===== src/rtl/push_conditioner.sv =====
// Four-button input conditioner: 2-flop synchronizer, tick-sampled debouncer and
// one-cycle press pulses. Define PUSH_AUTOREPEAT_EN to add a per-button auto-repeat FSM.
module push_conditioner #(
  parameter logic [21:0] SAMPLE_DIV   = 22'd2000,
  parameter int          DEBOUNCE_N   = 4,
  parameter int          REPEAT_DELAY = 150,
  parameter int          REPEAT_RATE  = 40
) (
  input  logic       CLK,
  input  logic       RSTn,
  input  logic [3:0] PUSH,
  output logic [3:0] PRESS,
  output logic [3:0] LEVEL,
  output logic       TICK
);

  logic [21:0] div_cnt;
  logic [3:0]  sync_a;
  logic [3:0]  sync_b;
  logic [3:0]  db_cnt [4];
  logic [3:0]  accept;

  assign TICK = (div_cnt == SAMPLE_DIV);

  always_ff @(posedge CLK or negedge RSTn) begin
    if (!RSTn)     div_cnt <= '0;
    else if (TICK) div_cnt <= '0;
    else           div_cnt <= div_cnt + 22'd1;
  end

  always_ff @(posedge CLK or negedge RSTn) begin
    if (!RSTn) begin
      sync_a <= '0;
      sync_b <= '0;
    end else begin
      sync_a <= PUSH;
      sync_b <= sync_a;
    end
  end

  // accept[i]: this tick completes a run of DEBOUNCE_N samples disagreeing with LEVEL
  always_comb begin
    accept = '0;
    for (int i = 0; i < 4; i++)
      accept[i] = TICK && (sync_b[i] != LEVEL[i]) && (db_cnt[i] == 4'(DEBOUNCE_N - 1));
  end

  always_ff @(posedge CLK or negedge RSTn) begin
    if (!RSTn) begin
      LEVEL <= '0;
      for (int i = 0; i < 4; i++) db_cnt[i] <= '0;
    end else begin
      for (int i = 0; i < 4; i++) begin
        if (TICK) begin
          if ((sync_b[i] == LEVEL[i]) || accept[i]) db_cnt[i] <= '0;
          else                                      db_cnt[i] <= db_cnt[i] + 4'd1;
        end
      end
      LEVEL <= LEVEL ^ accept;
    end
  end

`ifdef PUSH_AUTOREPEAT_EN
  typedef enum logic [1:0] {IDLE, HELD, REPEAT} rep_state_t;

  rep_state_t state   [4];
  logic [7:0] rep_cnt [4];

  always_ff @(posedge CLK or negedge RSTn) begin
    if (!RSTn) begin
      PRESS <= '0;
      for (int i = 0; i < 4; i++) begin
        state[i]   <= IDLE;
        rep_cnt[i] <= '0;
      end
    end else begin
      PRESS <= '0;
      for (int i = 0; i < 4; i++) begin
        if (accept[i] && LEVEL[i]) begin
          state[i]   <= IDLE;
          rep_cnt[i] <= '0;
        end else if (accept[i]) begin
          state[i]   <= HELD;
          rep_cnt[i] <= '0;
          PRESS[i]   <= 1'b1;
        end else if (TICK) begin
          case (state[i])
            HELD: begin
              if (rep_cnt[i] == 8'(REPEAT_DELAY - 1)) begin
                state[i]   <= REPEAT;
                rep_cnt[i] <= '0;
                PRESS[i]   <= 1'b1;
              end else begin
                rep_cnt[i] <= rep_cnt[i] + 8'd1;
              end
            end
            REPEAT: begin
              if (rep_cnt[i] == 8'(REPEAT_RATE - 1)) begin
                rep_cnt[i] <= '0;
                PRESS[i]   <= 1'b1;
              end else begin
                rep_cnt[i] <= rep_cnt[i] + 8'd1;
              end
            end
            default: rep_cnt[i] <= '0;
          endcase
        end
      end
    end
  end
`else
  always_ff @(posedge CLK or negedge RSTn) begin
    if (!RSTn) PRESS <= '0;
    else       PRESS <= accept & ~LEVEL;
  end
`endif

endmodule


===== config.mk =====
export PLATFORM = sky130hd
export DESIGN_NAME = push_conditioner
export DESIGN_NICKNAME = d
export VERILOG_FILES = /design/src/rtl/push_conditioner.sv
export SDC_FILE = /design/constraint.sdc
export NUM_CORES = 1
export LEC_CHECK = 0
export CORE_MARGIN = 1
export CORE_UTILIZATION = 58
export DETAILED_ROUTE_END_ITERATION = 8
export PLACE_DENSITY_LB_ADDON = 0.2
export SLEW_MARGIN = 40
export SYNTH_ARGS = -nofsm -noshare
export SYNTH_HDL_FRONTEND = slang
export SYNTH_SLANG_ARGS = --single-unit

===== constraint.sdc =====
create_clock -name CLK -period 2.7 [get_ports CLK]
set_input_delay 0.405 -clock CLK [delete_from_list [all_inputs] [get_ports CLK]]
set_output_delay 0.405 -clock CLK [all_outputs]
set_load 0.1 [all_outputs]

==> Word level (Yosys, flattened, before mapping) <==
Index checks and enable logic that the tools add are counted.
{ "totals": {"input_bits": 6, "ff_bits": 54, "output_inout_bits": 9, "elab_cells": 47} }
{ "classes": {"n_addsub": 5, "bitwise_logic": 3, "muxes": 5, "reduce_logical": 12, "n_eq_ne": 13} }
{ "op_table": {"columns": ["operator", "n"], "rows": [
  ["$add A22 B1 Y22 const B", 1],
  ["$eq A22 B11 Y1 const B", 1],
  ["$mux W22", 1],
  ["$add A4 B1 Y4 const B", 4],
  ["$eq A4 B2 Y1 const B", 4],
  ["$mux W4", 4],
  ["$logic_and A1 B1 Y1", 8],
  ["$and A4 B4 Y4", 1],
  ["$eq A1 B1 Y1", 4],
  ["$logic_or A1 B1 Y1", 4],
  ["$ne A1 B1 Y1", 4],
  ["$not A4 Y4", 1],
  ["$xor A4 B4 Y4", 1]
]} }

==> Longest topological paths before layout <==
Gate-level depths: netlist (run 1).
{ "logic_depth": {"depth_word": 5, "mapped_depth": 10, "mapped_depth_nobuf": 8} }

==> Least setup slack after synthesis (run 1) <==
No wires, ideal clock.
{ "synth_path": {"path_type": "register to register", "from": "register div_cnt[0]", "to": "register db_cnt[12] (netlist name)", "path_stages_with_launch": 10, "arrival_ns": 1.968, "required_time_ns": 2.572, "setup_time_ns": 0.128, "path_buffers": 2, "path_slack_ns": 0.604, "period_less_slack_ns": 2.096, "path_cell_list": "dfrtp_1 > inv_1 > ha_1 > nor4b_2 > nand4_1 > or2_1 > buf_6 > clkinv_2 > buf_6 > mux2_1"} }
{ "synth_between": {"elab_chain_cells": 5} }
{ "synth_rtl": {"columns": ["element", "line", "text"], "rows": [
  ["start, declared", "17", "logic [21:0] div_cnt;"],
  ["start signal, assigned", "28", "else div_cnt <= div_cnt + 22'd1;"],
  ["$eq A22 B11 Y1 *", "23", "assign TICK = (div_cnt == SAMPLE_DIV);"],
  ["net TICK", "14", "output logic TICK"],
  ["$logic_and A1 B1 Y1 (2 in a row)", "45", "accept[i] = TICK && (sync_b[i] != LEVEL[i]) && (db_cnt[i] == 4'(DEBOUNCE_N - 1));"],
  ["$logic_or A1 B1 Y1", "55", "if ((sync_b[i] == LEVEL[i]) || accept[i]) db_cnt[i] <= '0;"],
  ["$mux W4", "55", null],
  ["end signal, assigned by index", "56", "else db_cnt[i] <= db_cnt[i] + 4'd1;"],
  ["end, declared", "20", "logic [3:0] db_cnt [4];"]
]} }
Mark *: on every way through the listed nets, which the timed path passes. The rest lies on a longest branch.
A chain may end at the register's enable or synchronous reset.

==> Worst setup path in the final report (run 1) <==
{ "layout_path": {"from": "register div_cnt[0]", "to": "output port TICK"} }
{ "layout_between": {"elab_chain_cells": 1} }
{ "layout_rtl": {"columns": ["element", "line"], "rows": [
  ["$eq A22 B11 Y1", "23"],
  ["end, declared", "14"]
]} }
Every way passes these cells.

==> reports/qor.txt, run 1 <==
VDD IR-drop max = 0.000347 V
Site Rows = 23
DR WL/cell = 13.9 um
Final hold slack = 65.6 ps
Max H-tree Level = 2
GRT Overall Usage = 22.0%
Largest net degree at the start of global routing = 25
Area Growth Syn to Fin = 13.2%
# IOs = 15
Placed inst area = 2670 sq um
Antenna violations before repair = 0
Via Count = 1665
Most common cell after layout, fill and taps aside = dfrtp_1
Element type at the critical path end = primary output
Final count of hold timing violations = 0
ANT nets after route = 0
RePlAce Congestion = 0.820
Layout net count = 257
Root buf cell = clkbuf_8
Synth unique cells = 29
Starting Density = 61.1%
Crit path arrival time = 1970 ps
Drt pass-1 iters = 4
I/O Buffers = 14
CTS buffer count = 5
Die Wd = 67.4 um
Setup ws final = 326 ps
Max Slew Vio Count = 0
Place WS = 647 ps
Met2 usage = 34.1%
Fin crit share = 87.9%
MaxCap Viol Count = 0
Top Usage Layer GRT = met2
CTS tree = done
Core area = 4060 sq um
Critical path class = reg -> out
Synth warnings = 0
Synthesized area = 2480 sq um
Data required time of the worst path = 2300 ps
Iter 0 DRT Violations = 73
Total chip power = 1.50 mW
Resized Gates After CTS = 0
Post-DP HPWL = 2840 um
Worst-Margin Slew = 614 ps
Mean Syn Cell Area = 11.3 sq um
Status = completed
Hold-fix buffers at CTS = 0
Total Die Area = 4540 sq um
Crit path launch type = register
CP Cell Sequence = inv_1 -> ha_1 -> nor4b_2 -> nand4_1 -> or2_1 -> clkinv_2 -> buf_12
Setup Fix Bufs, Post-CTS = 0
Slew headroom = 58.8%
CP max stage delay = 430 ps
Sequential area share after synthesis = 54.5%
Fmax = 421 MHz
Reg clk slew, reported paths = 90 ps
Fin util = 69.2%
Placed cells = 284
Mapped Nets = 236
Most frequent cells in the layout = dfrtp_1, nor2_1, xnor2_1, buf_4
Worst min path class = in -> async
Setup TNS = 0 ps
Chip height = 67.4 um
Clock latency on the worst-skew pair = 310 ps
Finished Layout Cells = 292
Total routed wirelength = 4070 um
Clk_skew = 7.74 ps
Clk buf depth = 2
RSZ-0062 raised after global routing = no
Largest delay share family, worst path = simple AND/OR/NAND/NOR gates
WP buf/inv = 3
Cells after Synth = 220
Residual DRC count = 0
Min Tclk post-route = 2370 ps
Finished Cell Area = 2810 sq um
Fill cells = 308
Vias in the first global route = 1597
Leakage = 1.29 nW
Flops & latches, synth = 54
Gr ovfl total = 0
GR Layer Usage met3 = 4.22%
Max FO, Critical Path = 12
Cell Pwr Density = 535 nW/um^2
Final setup violation count = 0
CTS sink cnt = 54
Grt met1 use = 30.0%
Slowest-stage cell, CP = dfrtp_1
Ant diodes = 0
First-pass GRT wire length = 7280 um
Vias per cell = 5.70
Layout cells sized above 1 = 13.2%
[cell type report]
type | instances | area (sq um) | area share, %
multi-input combinational | 148 | 1040 | 37.0
timing repair buffer | 19 | 163 | 5.79
inverter | 13 | 50.0 | 1.78
clock inverter | 2 | 60.1 | 2.14
tap | 50 | 62.6 | 2.23
sequential | 54 | 1350 | 48.1
clock buffer | 6 | 82.6 | 2.94
[final timing paths]
path | startpoint | end | slack [ps] | cells after the start
max | div_cnt[0] | TICK | 330 | 7
min | RSTn | db_cnt[14] | 70 | 1
max reg2reg | div_cnt[0] | LEVEL[1] | 660 | 9
min reg2reg | sync_a[3] | sync_b[3] | 350 | 0
max in group asynchronous | RSTn | div_cnt[20] | 2010 | 2
min in group CLK | sync_a[3] | sync_b[3] | 350 | 0
[Yosys cell counts]
cell type   n  share of area, %
a21oi_1     2              0.40
and2_1      1              0.25
and4_1      2              0.71
buf_6       3               1.4
clkbuf_1    2              0.30
clkinv_2    1              0.20
dfrtp_1    54                54
ha_1       10               5.0
inv_1      12               1.8
mux2_1      2              0.91
mux2_2      2              0.91
nand2_1    10               1.5
nand3_1    12               2.4
nand3b_1    4               1.2
nand4_1     8               2.0
nor2_1     20               3.0
nor2b_1     4               1.0
nor3_1      8               1.6
nor3b_1     8               2.4
nor4_1      4               1.0
nor4b_2     2               1.2
o21ai_0     8               1.6
o31ai_1    12               3.6
o41ai_1     1              0.35
o41ai_2     3               2.0
or2_1       1              0.25
or2_2       1              0.25
xnor2_1    19               6.7
xor2_1      4               1.4
[routing by layer]
metal	up-vias	share of wire [%]
met5	-	0
met4	0	1.9
met3	8	3.8
met2	34	45
met1	810	49
li1	813	-
[where the power goes]
part | internal (mW) | leakage (nW) | switching, mW
registers | 0.814 | 0.722 | 0.00206
logic | 0.0120 | 0.498 | 0.0252
clock network | 0.395 | 0.0714 | 0.254
[logic make-up (layout without fill, tap and decap cells)]
family / count (synthesis) / count (layout) / share of synthesized area (%)
and+or+nand+nor: 85 / 85 / 18.9
DFF: 54 / 54 / 54.5
muxes: 4 / 4 / 1.82
buffers and inverters: 18 / 40 / 3.68
adders and majority gates: 10 / 10 / 5.04
AOI/OAI and AO/OA: 26 / 26 / 7.97
xor gates and xnor gates: 23 / 23 / 8.12
[flip-flops by register name, summed over array words and instances, names as in the netlist]
| signal | count |
|---|---|
| PRESS | 4 |
| div_cnt | 22 |
| sync_b | 4 |
| sync_a | 4 |
| db_cnt | 16 |
| LEVEL | 4 |
No activity file was read; power rests on OpenSTA's default activity.
==> inputs of run 2 (changes only) <==
- CTS_BUF_LIST: unset -> sky130_fd_sc_hd__clkbuf_16
==> reports/qor.txt, run 2 (synthesis results as in run 1) <==
Comb power frac = 2.3% (-0.2 points)
DR WL/cell = 14.2 um (+1.6%)
Sw frac = 18.2% (-0.51 points)
Layout cells sized above 1 = 12.8% (-0.41 points)
Fin crit share = 87.6% (-0.30 points)
R2r endpoint = LEVEL[3]
Finished Layout Cells = 292 (unchanged)
Setup Fix Bufs, Post-CTS = 0 (unchanged)
GRT Overall Usage = 22.5% (+0.47 points)
First-pass GRT wire length = 7380 um (+1.3%)
Vias per cell = 5.72 (+0.30%)
Root buf cell = clkbuf_16
Slowest-stage cell, CP = dfrtp_1
Top reg by flops = div_cnt
Die Wd = 67.4 um (unchanged)
Reg-to-Reg Start = div_cnt[0]
R2r worst-path depth = 9 (unchanged)
Max Slew Vio Count = 0 (unchanged)
Gr ovfl total = 0 (unchanged)
Worst min path class = in -> async
Most common cell after layout, fill and taps aside = dfrtp_1
Antenna violations before repair = 0 (unchanged)
Placed inst area = 2670 sq um (unchanged)
Total chip power = 1.66 mW (+10%)
Hold-fix buffers at CTS = 0 (unchanged)
Resized Gates After CTS = 0 (unchanged)
RePlAce Congestion = 0.820 (unchanged)
Drt pass-1 iters = 4 (unchanged)
Setup TNS = 0 ps (unchanged)
Chip height = 67.4 um (unchanged)
Total routed wirelength = 4130 um (+1.6%)
Worst setup path startpoint = div_cnt[0]
Placed cells = 284 (unchanged)
Crit path launch type = register
Clock power frac = 48.4% (+5.2 points)
Ant diodes = 0 (unchanged)
Vias in the first global route = 1598 (+0.063%)
Reg2reg setup slack = 640 ps (-20 ps)
Clock latency on the worst-skew pair = 290 ps (-20 ps)
Leakage = 1.31 nW (+1.6%)
Residual DRC count = 0 (unchanged)
Layout net count = 257 (unchanged)
CTS buffer count = 5 (unchanged)
Site Rows = 23 (unchanged)
WP buf/inv = 3 (unchanged)
Largest registers = div_cnt (22), db_cnt (16)
Max reg flops = 22 (unchanged)
Iter 0 DRT Violations = 92 (+26%)
CP max stage delay = 420 ps (about the same)
Total Die Area = 4540 sq um (unchanged)
Reg clk slew, reported paths = 70 ps (-20 ps)
Area Growth Syn to Fin = 15.0%
Cell Pwr Density = 580 nW/um^2 (+8.4%)
P_sw = 0.301 mW (+7.2%)
Int Pwr = 1.35 mW (+11%)
Starting Density = 61.1% (unchanged)
Core area = 4060 sq um (unchanged)
CP Depth = 7 (unchanged)
Final setup violation count = 0 (unchanged)
I/O Buffers = 14 (unchanged)
Reg power frac = 49.3% (-5.0 points)
Data required time of the worst path = 2300 ps (about the same)
# IOs = 15 (unchanged)
Fin util = 70.3% (+1.1 points)
Worst-Margin Slew = 610 ps (-4.14 ps)
Max H-tree Level = 2 (unchanged)
Via Count = 1670 (+0.30%)
Largest delay share family, worst path = simple AND/OR/NAND/NOR gates
ANT nets after route = 0 (unchanged)
Largest net degree at the start of global routing = 25 (unchanged)
Slew headroom = 59.0% (+0.19 points)
Fmax = 423 MHz (+0.34%)
Clk_skew = 7.09 ps (-0.655 ps)
CTS sink cnt = 54 (unchanged)
Critical path class = reg -> out
Most frequent cells in the layout = dfrtp_1, nor2_1, xnor2_1, buf_4
Clk buf depth = 2 (unchanged)
Element type at the critical path end = primary output
CTS tree = done
Post-DP HPWL = 2840 um (unchanged)
Max FO, Critical Path = 12 (unchanged)
Crit path arrival time = 1960 ps (about the same)
Finished Cell Area = 2850 sq um (+1.6%)
Status = completed
MaxCap Viol Count = 0 (unchanged)
Final count of hold timing violations = 0 (unchanged)
VDD IR-drop max = 0.000301 V (-13%)
Min Tclk post-route = 2370 ps (-8.12 ps)
RSZ-0062 raised after global routing = no
CP Cell Sequence = inv_1 -> ha_1 -> nor4b_2 -> nand4_1 -> or2_1 -> clkinv_2 -> buf_12
-- run 2: changes by cell type in the layout (fill, tap and decap cells not counted), sizes merged --
cell | before | now
clkbuf | 6 | 5
clkinv | 1 | 2
-- run 2: per-layer routing --
layer | GRT usage (%) | wire (um) | share of wire, % | vias to the layer above
li1 | - | - | - | 814
met1 | 30.4 | 2050 | 50 | 821
met2 | 34.5 | 1860 | 45 | 28
met3 | 4.22 | 161 | 3.9 | 7
met4 | 11.4 | 65 | 1.6 | 0
met5 | 0 | 0 | 0 | -
-- run 2: through the flow --
step                      hold WS (ps)  setup slack [ps]
after floorplan                    109               604
after global placement             331               646
after detailed placement           336               647
after CTS                          113               320
after global routing               129               162
final                             88.6               335
-- run 2: final cells by class --
cell class,instances,area [sq um]
clock buffers,5,125
clock inverters,3,63.8
fillers,307,1200
inverters,13,50.0
multi-input cells,148,1040
flip-flops and latches,54,1350
well taps,50,62.6
repair buffers,19,163
-- run 2: how the worst max path moves through the flow --
stage,to,slack (ps)
finish,TICK,330
global route,TICK,160
CTS,TICK,320
detailed placement,TICK,650
global placement,TICK,650
floorplan,db_cnt[12],600
-- run 2: power groups by stage --
| stage | clock [mW] | sequential, mW | combinational (mW) |
|---|---|---|---|
| global placement | 0 | 0.832 | 0.0380 |
| CTS | 0.817 | 0.817 | 0.0389 |
| floorplan | 0 | 0.832 | 0.0115 |
| global route | 0.848 | 0.817 | 0.0435 |
| detailed placement | 0 | 0.832 | 0.0387 |
| finish | 0.801 | 0.817 | 0.0373 |
==> inputs of run 3 (changes only) <==
- CAP_MARGIN: unset -> 25
- TNS_END_PERCENT: unset -> 30
==> results of run 3 <==
The final DEF is identical to that of run 2; final timing and power are the same.
